--- config.mk ---
export PLATFORM = sky130hd
export DESIGN_NAME = ultra_sonic_range_flat
export DESIGN_NICKNAME = d
export VERILOG_FILES = /design/src/rtl/ultra_sonic_range_if.sv /design/src/rtl/ultra_sonic_range.sv /design/src/flat_wrapper.sv
export SDC_FILE = /design/constraint.sdc
export NUM_CORES = 1
export LEC_CHECK = 0
export CELL_PAD_IN_SITES_DETAIL_PLACEMENT = 1
export CELL_PAD_IN_SITES_GLOBAL_PLACEMENT = 1
export CORE_MARGIN = 2
export CORE_UTILIZATION = 40
export DETAILED_ROUTE_END_ITERATION = 16
export PLACE_DENSITY = 0.74
export SLEW_MARGIN = 40
export SYNTH_ARGS = -nofsm -noshare
export SYNTH_HDL_FRONTEND = slang
export SYNTH_SLANG_ARGS = --single-unit
--- constraint.sdc ---
create_clock -name clk -period 6.2 [get_ports clk]
set_input_delay 1.86 -clock clk [delete_from_list [all_inputs] [get_ports clk]]
set_output_delay 1.86 -clock clk [all_outputs]
set_load 0.005 [all_outputs]
--- src/rtl/ultra_sonic_range_if.sv ---
// Sample stream in, filtered range results out, between the echo timer and register block.
interface ultra_sonic_range_if;
  logic [31:0] sample_data;
  logic        sample_valid;
  logic [15:0] distance_mm;
  logic        distance_valid;
  logic        near;
  logic        stale;
  logic        primed;
  logic [15:0] miss_count;
  logic        overrun;

  // Producer side: the echo timer stage plus whoever consumes the results.
  modport master (
    output sample_data, sample_valid,
    input  distance_mm, distance_valid, near, stale, primed, miss_count, overrun
  );

  // Filter side: the ultra_sonic_range block itself.
  modport slave (
    input  sample_data, sample_valid,
    output distance_mm, distance_valid, near, stale, primed, miss_count, overrun
  );
endinterface

--- src/rtl/ultra_sonic_range.sv ---
// Ultrasonic range filter: rejects miss samples, averages the last 2^AVG_LOG2 good echo
// counts, scales the average to millimetres and drives a hysteretic proximity flag.
module ultra_sonic_range #(
  parameter int COUNT_WIDTH = 21,
  parameter int MAX_COUNT   = 1200000,
  parameter int AVG_LOG2    = 2,
  parameter int SCALE_NUM   = 225,
  parameter int SCALE_SHIFT = 16,
  parameter int NEAR_MM     = 300,
  parameter int FAR_MM      = 400,
  parameter int MISS_LIMIT  = 8
) (
  input  logic                clk,
  input  logic                reset,
  ultra_sonic_range_if.slave  bus
);

  localparam int N       = 1 << AVG_LOG2;
  localparam int SUM_W   = COUNT_WIDTH + AVG_LOG2;
  localparam int SCALE_W = $clog2(SCALE_NUM + 1);
  localparam int PROD_W  = COUNT_WIDTH + SCALE_W;
  localparam int EXT_W   = PROD_W + 16;
  localparam int RUN_W   = $clog2(MISS_LIMIT + 1);
  localparam int FILL_W  = AVG_LOG2 + 1;

  localparam logic [31:0]       MAX_L   = 32'(MAX_COUNT);
  localparam logic [15:0]       NEAR_L  = 16'(NEAR_MM);
  localparam logic [15:0]       FAR_L   = 16'(FAR_MM);
  localparam logic [RUN_W-1:0]  LIMIT_L = RUN_W'(MISS_LIMIT);
  localparam logic [FILL_W-1:0] FULL_L  = FILL_W'(N);

  typedef enum logic [1:0] {IDLE, ACC, MUL, OUT} state_e;

  state_e                  state_q, state_d;
  logic [COUNT_WIDTH-1:0]  new_q, new_d;
  logic [COUNT_WIDTH-1:0]  win_q [N];
  logic [COUNT_WIDTH-1:0]  win_d [N];
  logic [AVG_LOG2-1:0]     wr_ptr_q, wr_ptr_d;
  logic [FILL_W-1:0]       fill_q, fill_d;
  logic [SUM_W-1:0]        sum_q, sum_d;
  logic [PROD_W-1:0]       prod_q, prod_d;
  logic [15:0]             dist_q, dist_d;
  logic                    dv_q, dv_d;
  logic                    near_q, near_d;
  logic                    stale_q, stale_d;
  logic [15:0]             miss_cnt_q, miss_cnt_d;
  logic [RUN_W-1:0]        run_q, run_d;
  logic                    overrun_q, overrun_d;

  logic                    is_miss;
  logic                    primed;
  logic [EXT_W-1:0]        scaled;
  logic [15:0]             dist_sat;

  assign is_miss  = (bus.sample_data == 32'd0) || (bus.sample_data >= MAX_L);
  assign primed   = (fill_q == FULL_L);
  assign scaled   = EXT_W'(prod_q) >> SCALE_SHIFT;
  assign dist_sat = (scaled > EXT_W'(16'hFFFF)) ? 16'hFFFF : scaled[15:0];

  // State register.
  always_ff @(posedge clk) begin
    // NOTE: sequential state uses non-blocking assignments so every flop samples pre-edge values.
    if (reset) state_q <= IDLE;
    else       state_q <= state_d;
  end

  // Next-state: only IDLE accepts a good sample; the pipeline then runs one pass unconditionally.
  always_comb begin
    // NOTE: a default assignment before any branch keeps combinational logic latch-free.
    state_d = state_q;
    unique case (state_q)
      IDLE: if (bus.sample_valid && !is_miss) state_d = ACC;
      ACC:  state_d = MUL;
      MUL:  state_d = OUT;
      OUT:  state_d = IDLE;
      default: state_d = IDLE;
    endcase
  end

  // Output/datapath: miss bookkeeping, running-sum window update, scaling and hysteresis.
  always_comb begin
    new_d      = new_q;
    win_d      = win_q;
    wr_ptr_d   = wr_ptr_q;
    fill_d     = fill_q;
    sum_d      = sum_q;
    prod_d     = prod_q;
    dist_d     = dist_q;
    dv_d       = 1'b0;
    near_d     = near_q;
    stale_d    = stale_q;
    miss_cnt_d = miss_cnt_q;
    run_d      = run_q;
    overrun_d  = overrun_q;

    if (bus.sample_valid && state_q != IDLE) overrun_d = 1'b1;

    unique case (state_q)
      IDLE: begin
        if (bus.sample_valid) begin
          if (is_miss) begin
            if (miss_cnt_q != 16'hFFFF) miss_cnt_d = miss_cnt_q + 16'd1;
            if (run_q != LIMIT_L)       run_d      = run_q + RUN_W'(1);
            if (run_d == LIMIT_L) begin
              stale_d = 1'b1;
              near_d  = 1'b0;
            end
          end else begin
            new_d   = bus.sample_data[COUNT_WIDTH-1:0];
            run_d   = '0;
            stale_d = 1'b0;
          end
        end
      end
      ACC: begin
        // Swapping the oldest entry for the newest keeps the sum exact without re-adding the window.
        sum_d           = sum_q + SUM_W'(new_q) - SUM_W'(win_q[wr_ptr_q]);
        win_d[wr_ptr_q] = new_q;
        wr_ptr_d        = wr_ptr_q + AVG_LOG2'(1);
        if (fill_q != FULL_L) fill_d = fill_q + FILL_W'(1);
      end
      MUL: begin
        prod_d = PROD_W'(sum_q >> AVG_LOG2) * PROD_W'(SCALE_NUM);
      end
      OUT: begin
        if (primed) begin
          dist_d = dist_sat;
          dv_d   = 1'b1;
          if (dist_sat < NEAR_L)     near_d = 1'b1;
          else if (dist_sat > FAR_L) near_d = 1'b0;
        end
      end
      default: ;
    endcase
  end

  // Datapath registers, cleared by synchronous reset.
  always_ff @(posedge clk) begin
    if (reset) begin
      new_q      <= '0;
      // NOTE: the window is reset too, because the running sum assumes every entry starts at zero.
      win_q      <= '{default: '0};
      wr_ptr_q   <= '0;
      fill_q     <= '0;
      sum_q      <= '0;
      prod_q     <= '0;
      dist_q     <= '0;
      dv_q       <= 1'b0;
      near_q     <= 1'b0;
      stale_q    <= 1'b0;
      miss_cnt_q <= '0;
      run_q      <= '0;
      overrun_q  <= 1'b0;
    end else begin
      new_q      <= new_d;
      win_q      <= win_d;
      wr_ptr_q   <= wr_ptr_d;
      fill_q     <= fill_d;
      sum_q      <= sum_d;
      prod_q     <= prod_d;
      dist_q     <= dist_d;
      dv_q       <= dv_d;
      near_q     <= near_d;
      stale_q    <= stale_d;
      miss_cnt_q <= miss_cnt_d;
      run_q      <= run_d;
      overrun_q  <= overrun_d;
    end
  end

  assign bus.distance_mm    = dist_q;
  assign bus.distance_valid = dv_q;
  assign bus.near           = near_q;
  assign bus.stale          = stale_q;
  assign bus.primed         = primed;
  assign bus.miss_count     = miss_cnt_q;
  assign bus.overrun        = overrun_q;

endmodule

--- src/flat_wrapper.sv ---
// flat-port wrapper written by rule: the top's interface ports become plain ports
module ultra_sonic_range_flat 
#(
  parameter int COUNT_WIDTH = 21,
  parameter int MAX_COUNT   = 1200000,
  parameter int AVG_LOG2    = 2,
  parameter int SCALE_NUM   = 225,
  parameter int SCALE_SHIFT = 16,
  parameter int NEAR_MM     = 300,
  parameter int FAR_MM      = 400,
  parameter int MISS_LIMIT  = 8
)
  (clk, reset, bus_sample_data, bus_sample_valid, bus_distance_mm, bus_distance_valid, bus_near, bus_stale, bus_primed, bus_miss_count, bus_overrun);
  ultra_sonic_range_if bus_i ();
  input  logic clk;
  input  logic reset;
  input wire logic [$bits(bus_i.sample_data)-1:0] bus_sample_data;
  input wire logic [$bits(bus_i.sample_valid)-1:0] bus_sample_valid;
  output wire logic [$bits(bus_i.distance_mm)-1:0] bus_distance_mm;
  output wire logic [$bits(bus_i.distance_valid)-1:0] bus_distance_valid;
  output wire logic [$bits(bus_i.near)-1:0] bus_near;
  output wire logic [$bits(bus_i.stale)-1:0] bus_stale;
  output wire logic [$bits(bus_i.primed)-1:0] bus_primed;
  output wire logic [$bits(bus_i.miss_count)-1:0] bus_miss_count;
  output wire logic [$bits(bus_i.overrun)-1:0] bus_overrun;
  assign bus_i.sample_data = bus_sample_data;
  assign bus_i.sample_valid = bus_sample_valid;
  assign bus_distance_mm = bus_i.distance_mm;
  assign bus_distance_valid = bus_i.distance_valid;
  assign bus_near = bus_i.near;
  assign bus_stale = bus_i.stale;
  assign bus_primed = bus_i.primed;
  assign bus_miss_count = bus_i.miss_count;
  assign bus_overrun = bus_i.overrun;
  ultra_sonic_range #(.COUNT_WIDTH(COUNT_WIDTH), .MAX_COUNT(MAX_COUNT), .AVG_LOG2(AVG_LOG2), .SCALE_NUM(SCALE_NUM), .SCALE_SHIFT(SCALE_SHIFT), .NEAR_MM(NEAR_MM), .FAR_MM(FAR_MM), .MISS_LIMIT(MISS_LIMIT)) u_core (.clk(clk), .reset(reset), .bus(bus_i));
endmodule
==> impl_metrics.json <==
{
  "avgSynthCellArea_um2": 8.51,
  "swShare": 0.395,
  "synth_xor_xnor_area_share": 0.0291,
  "route.detailed.drc": 0,
  "cp_data_required_time_ns": 6.52,
  "final_area_um2": 13300,
  "setup_ws_ns": 1.87,
  "clk-insertion-delay-late_ns": 0.44,
  "post-cts-setup-buffers": 0,
  "die_w_um": 175,
  "final_nets": 1611,
  "synth_top_family_by_area": "adder cells",
  "slowest_stage": "fa_1",
  "synth_top_area_cell": "dfxtp_1",
  "ys.flop_type": "dfxtp_1",
  "routed-via-count": 9551,
  "dieArea_um2": 30700,
  "wirelength_um": 29300,
  "p_seq_frac": 0.299,
  "run_status": "finished clean",
  "power.total_uw": 4370,
  "gp_congestion": 0.840,
  "clock_sinks": 185,
  "min_path_type": "flip-flop to flip-flop",
  "fin_crit_sh": 0.699,
  "p_comb_frac": 0.446,
  "grt_antenna_before_repair": 0,
  "synth-simple-area-share": 0.174,
  "r2r-start": "u_core.sum_q[5]$_SDFFE_PP0P_",
  "dp_hpwl_um": 21900,
  "grt_usage": 0.198,
  "io_pins": 72,
  "initial_core_util": 0.407,
  "wire_per_inst_um": 16.2,
  "crit_top_cell": "ha_1",
  "grt_use_met3": 0.0274,
  "worst_setup_path_start_kind": "flip-flop",
  "synth_compound_area_frac": 0.133,
  "fillers": 3384,
  "worstPathMaxFanout": 4,
  "final_antenna_net_count": 0,
  "fin_util": 0.463,
  "clk_transition_reported_paths_ns": 0.07,
  "startpoint": "u_core.sum_q[5]$_SDFFE_PP0P_",
  "drv_slew": 0,
  "max_slew_margin": 0.516,
  "grt_setup_unrepaired": "no",
  "cts_made_buffers": 17,
  "finalSetupViolCount": 0,
  "htree_levels": 4,
  "ys_async_sr_fraction": 0,
  "arrival_ns": 4.65,
  "cpPeakStageDelay_ns": 0.52,
  "dpl-instance-area_um2": 12700,
  "yosysUniqueCellTypes": 64,
  "p_int_uw": 2640,
  "dp_slack_ns": 1.72,
  "met2_usage": 0.344,
  "core_area_um2": 28800,
  "cts_tree": "built",
  "p_sw_uw": 1730,
  "synth_top_area_share": 0.316,
  "grt_overflow": 0,
  "first_iter_violations": 405,
  "grt_pass1_wl_um": 49300,
  "dr.pass1.iters": 5,
  "finalClockSkew_ns": 0.00900,
  "min-delay-start": "u_core.bus.distance_mm[8]$_SDFFE_PP0P_",
  "grt_use_met1": 0.259,
  "cts-resized-gates": 0,
  "crit_type": "flip-flop to flip-flop",
  "final_cell_mix": "247 x nand2_1, 184 x dfxtp_1, 152 x inv_1, 141 x a21oi_1, 108 x ha_1",
  "final_common_cell": "nand2_1",
  "min_period_ns": 4.33,
  "port_buffers": 68,
  "fmax_mhz": 231,
  "p_leak_uw": 0.00535,
  "p_per_area_nw_per_um2": 328,
  "final_hold_viol_count": 0,
  "syn-instance-count": 1378,
  "viasPerCell": 5.28,
  "ir_drop_uv": 257,
  "num_antenna_cells": 0,
  "grt_max_degree": 94,
  "yosys.area_share.adder": 0.208,
  "tightest_slew_ns": 0.727,
  "area_growth_pct": 13.5,
  "clockBufferDepth": 2,
  "ys_ff_latch": 185,
  "synth_edf_count": 0,
  "synth.area.mux_share": 0.0702,
  "row_count": 62,
  "fin_setup_tns_ns": 0,
  "synth_area_um2": 11700,
  "busiest_layer": "met2",
  "grt_pass1_vias": 9985,
  "die_h_um": 175,
  "worstPathCellList": "inv_1 -> fa_1 -> inv_1 -> ha_1 -> fa_1 -> ha_1 -> ha_1 -> a21oi_1 -> o22ai_1 -> o21ai_0 -> a21oi_1 -> a221oi_1 -> or3b_2 -> nand4_1",
  "drive_gt1_frac": 0.0554,
  "cap_violations": 0,
  "synth-seq-area-share": 0.316,
  "cts-root-buf": "clkbuf_16",
  "synthTopCellsByArea": "dfxtp_1 32%, ha_1 12%, fa_1 9.2%",
  "yosys_warnings": 0,
  "hold_buffers": 0,
  "cp-end-kind": "flip-flop",
  "p_clk_frac": 0.255
}
==> power groups by stage <==
stage | clock, µW | combinational, µW | sequential, µW
finish | 1110 | 1950 | 1310
global route | 1190 | 2220 | 1320
CTS | 1140 | 1970 | 1310
detailed placement | 0 | 1940 | 1340
global placement | 0 | 1880 | 1340
floorplan | 0 | 1500 | 1300
==> critical path: cells and delay by family, from the launching register on <==
kind,cells,cell delay (ns)
flops,1,0.41
fa+ha+maj,5,1.91
buf+inv,2,0.20
simple gates,2,0.28
compound gates,5,1.41
==> path summary, 6_finish.rpt <==
kind,to,slack [ns],cells after the start
min,u_core.bus.distance_mm[8]$_SDFFE_PP0P_,0.45,2
max,u_core.prod_q[25]$_SDFFE_PP0P_,1.87,14
min reg2reg,u_core.bus.distance_mm[8]$_SDFFE_PP0P_,0.45,2
max reg2reg,u_core.prod_q[25]$_SDFFE_PP0P_,1.87,14
==> kinds of logic after synthesis <==
| logic type | count (synthesis) |
|---|---|
| AO/OA/AOI/OAI | 262 |
| XOR/XNOR | 39 |
| adder cells (fa/ha/maj) | 163 |
| buffers and inverters | 213 |
| flip-flops | 185 |
| multiplexers | 56 |
| other | 1 |
| AND/OR/NAND/NOR | 459 |
==> per-stage QoR <==
step / hold WS (ns) / std cells
2_1_floorplan: 0.433 / 1380
3_3_place_gp: 0.439 / 1778
3_5_place_dp: 0.447 / 1778
4_1_cts: 0.457 / 1810
5_1_grt: 0.477 / 1810
6_report: 0.455 / 1810
==> area by class of cell <==
class	count	area, µm²	share of cell area
Timing Repair Buffer	75	734	0.0552
Tap cell	384	480	0.0361
Sequential cell	185	3700	0.278
Clock inverter	14	158	0.0118
Multi-Input combinational cell	982	7240	0.544
Clock buffer	18	429	0.0322
Inverter	152	571	0.0429
==> Yosys cell counts (all sizes together), types with 16 or more instances <==
| library cell | number |
|---|---|
| nand2 | 251 |
| dfxtp | 185 |
| inv | 152 |
| a21oi | 141 |
| ha | 109 |
| nor2 | 85 |
| fa | 54 |
| clkbuf | 46 |
| o21ai | 39 |
| mux2i | 35 |
| xnor2 | 28 |
| nor3 | 25 |
| mux4 | 21 |
| nor4 | 16 |
==> registers in the layout, indices dropped and copies added, names as in the netlist, 3 cells and up <==
signal                  count
u_core.win_q               84
u_core.sum_q               23
u_core.new_q               21
u_core.bus.miss_count      16
u_core.bus.distance_mm     13
u_core.prod_q              13
u_core.run_q                4
u_core.fill_q               3
==> per-layer routing <==
metal / part of all wire / wire length [µm]
met4: 0.011 / 308
met2: 0.50 / 14600
met5: 0 / 0
met1: 0.47 / 13800
met3: 0.021 / 616
(Power assumes the default switching activity.)
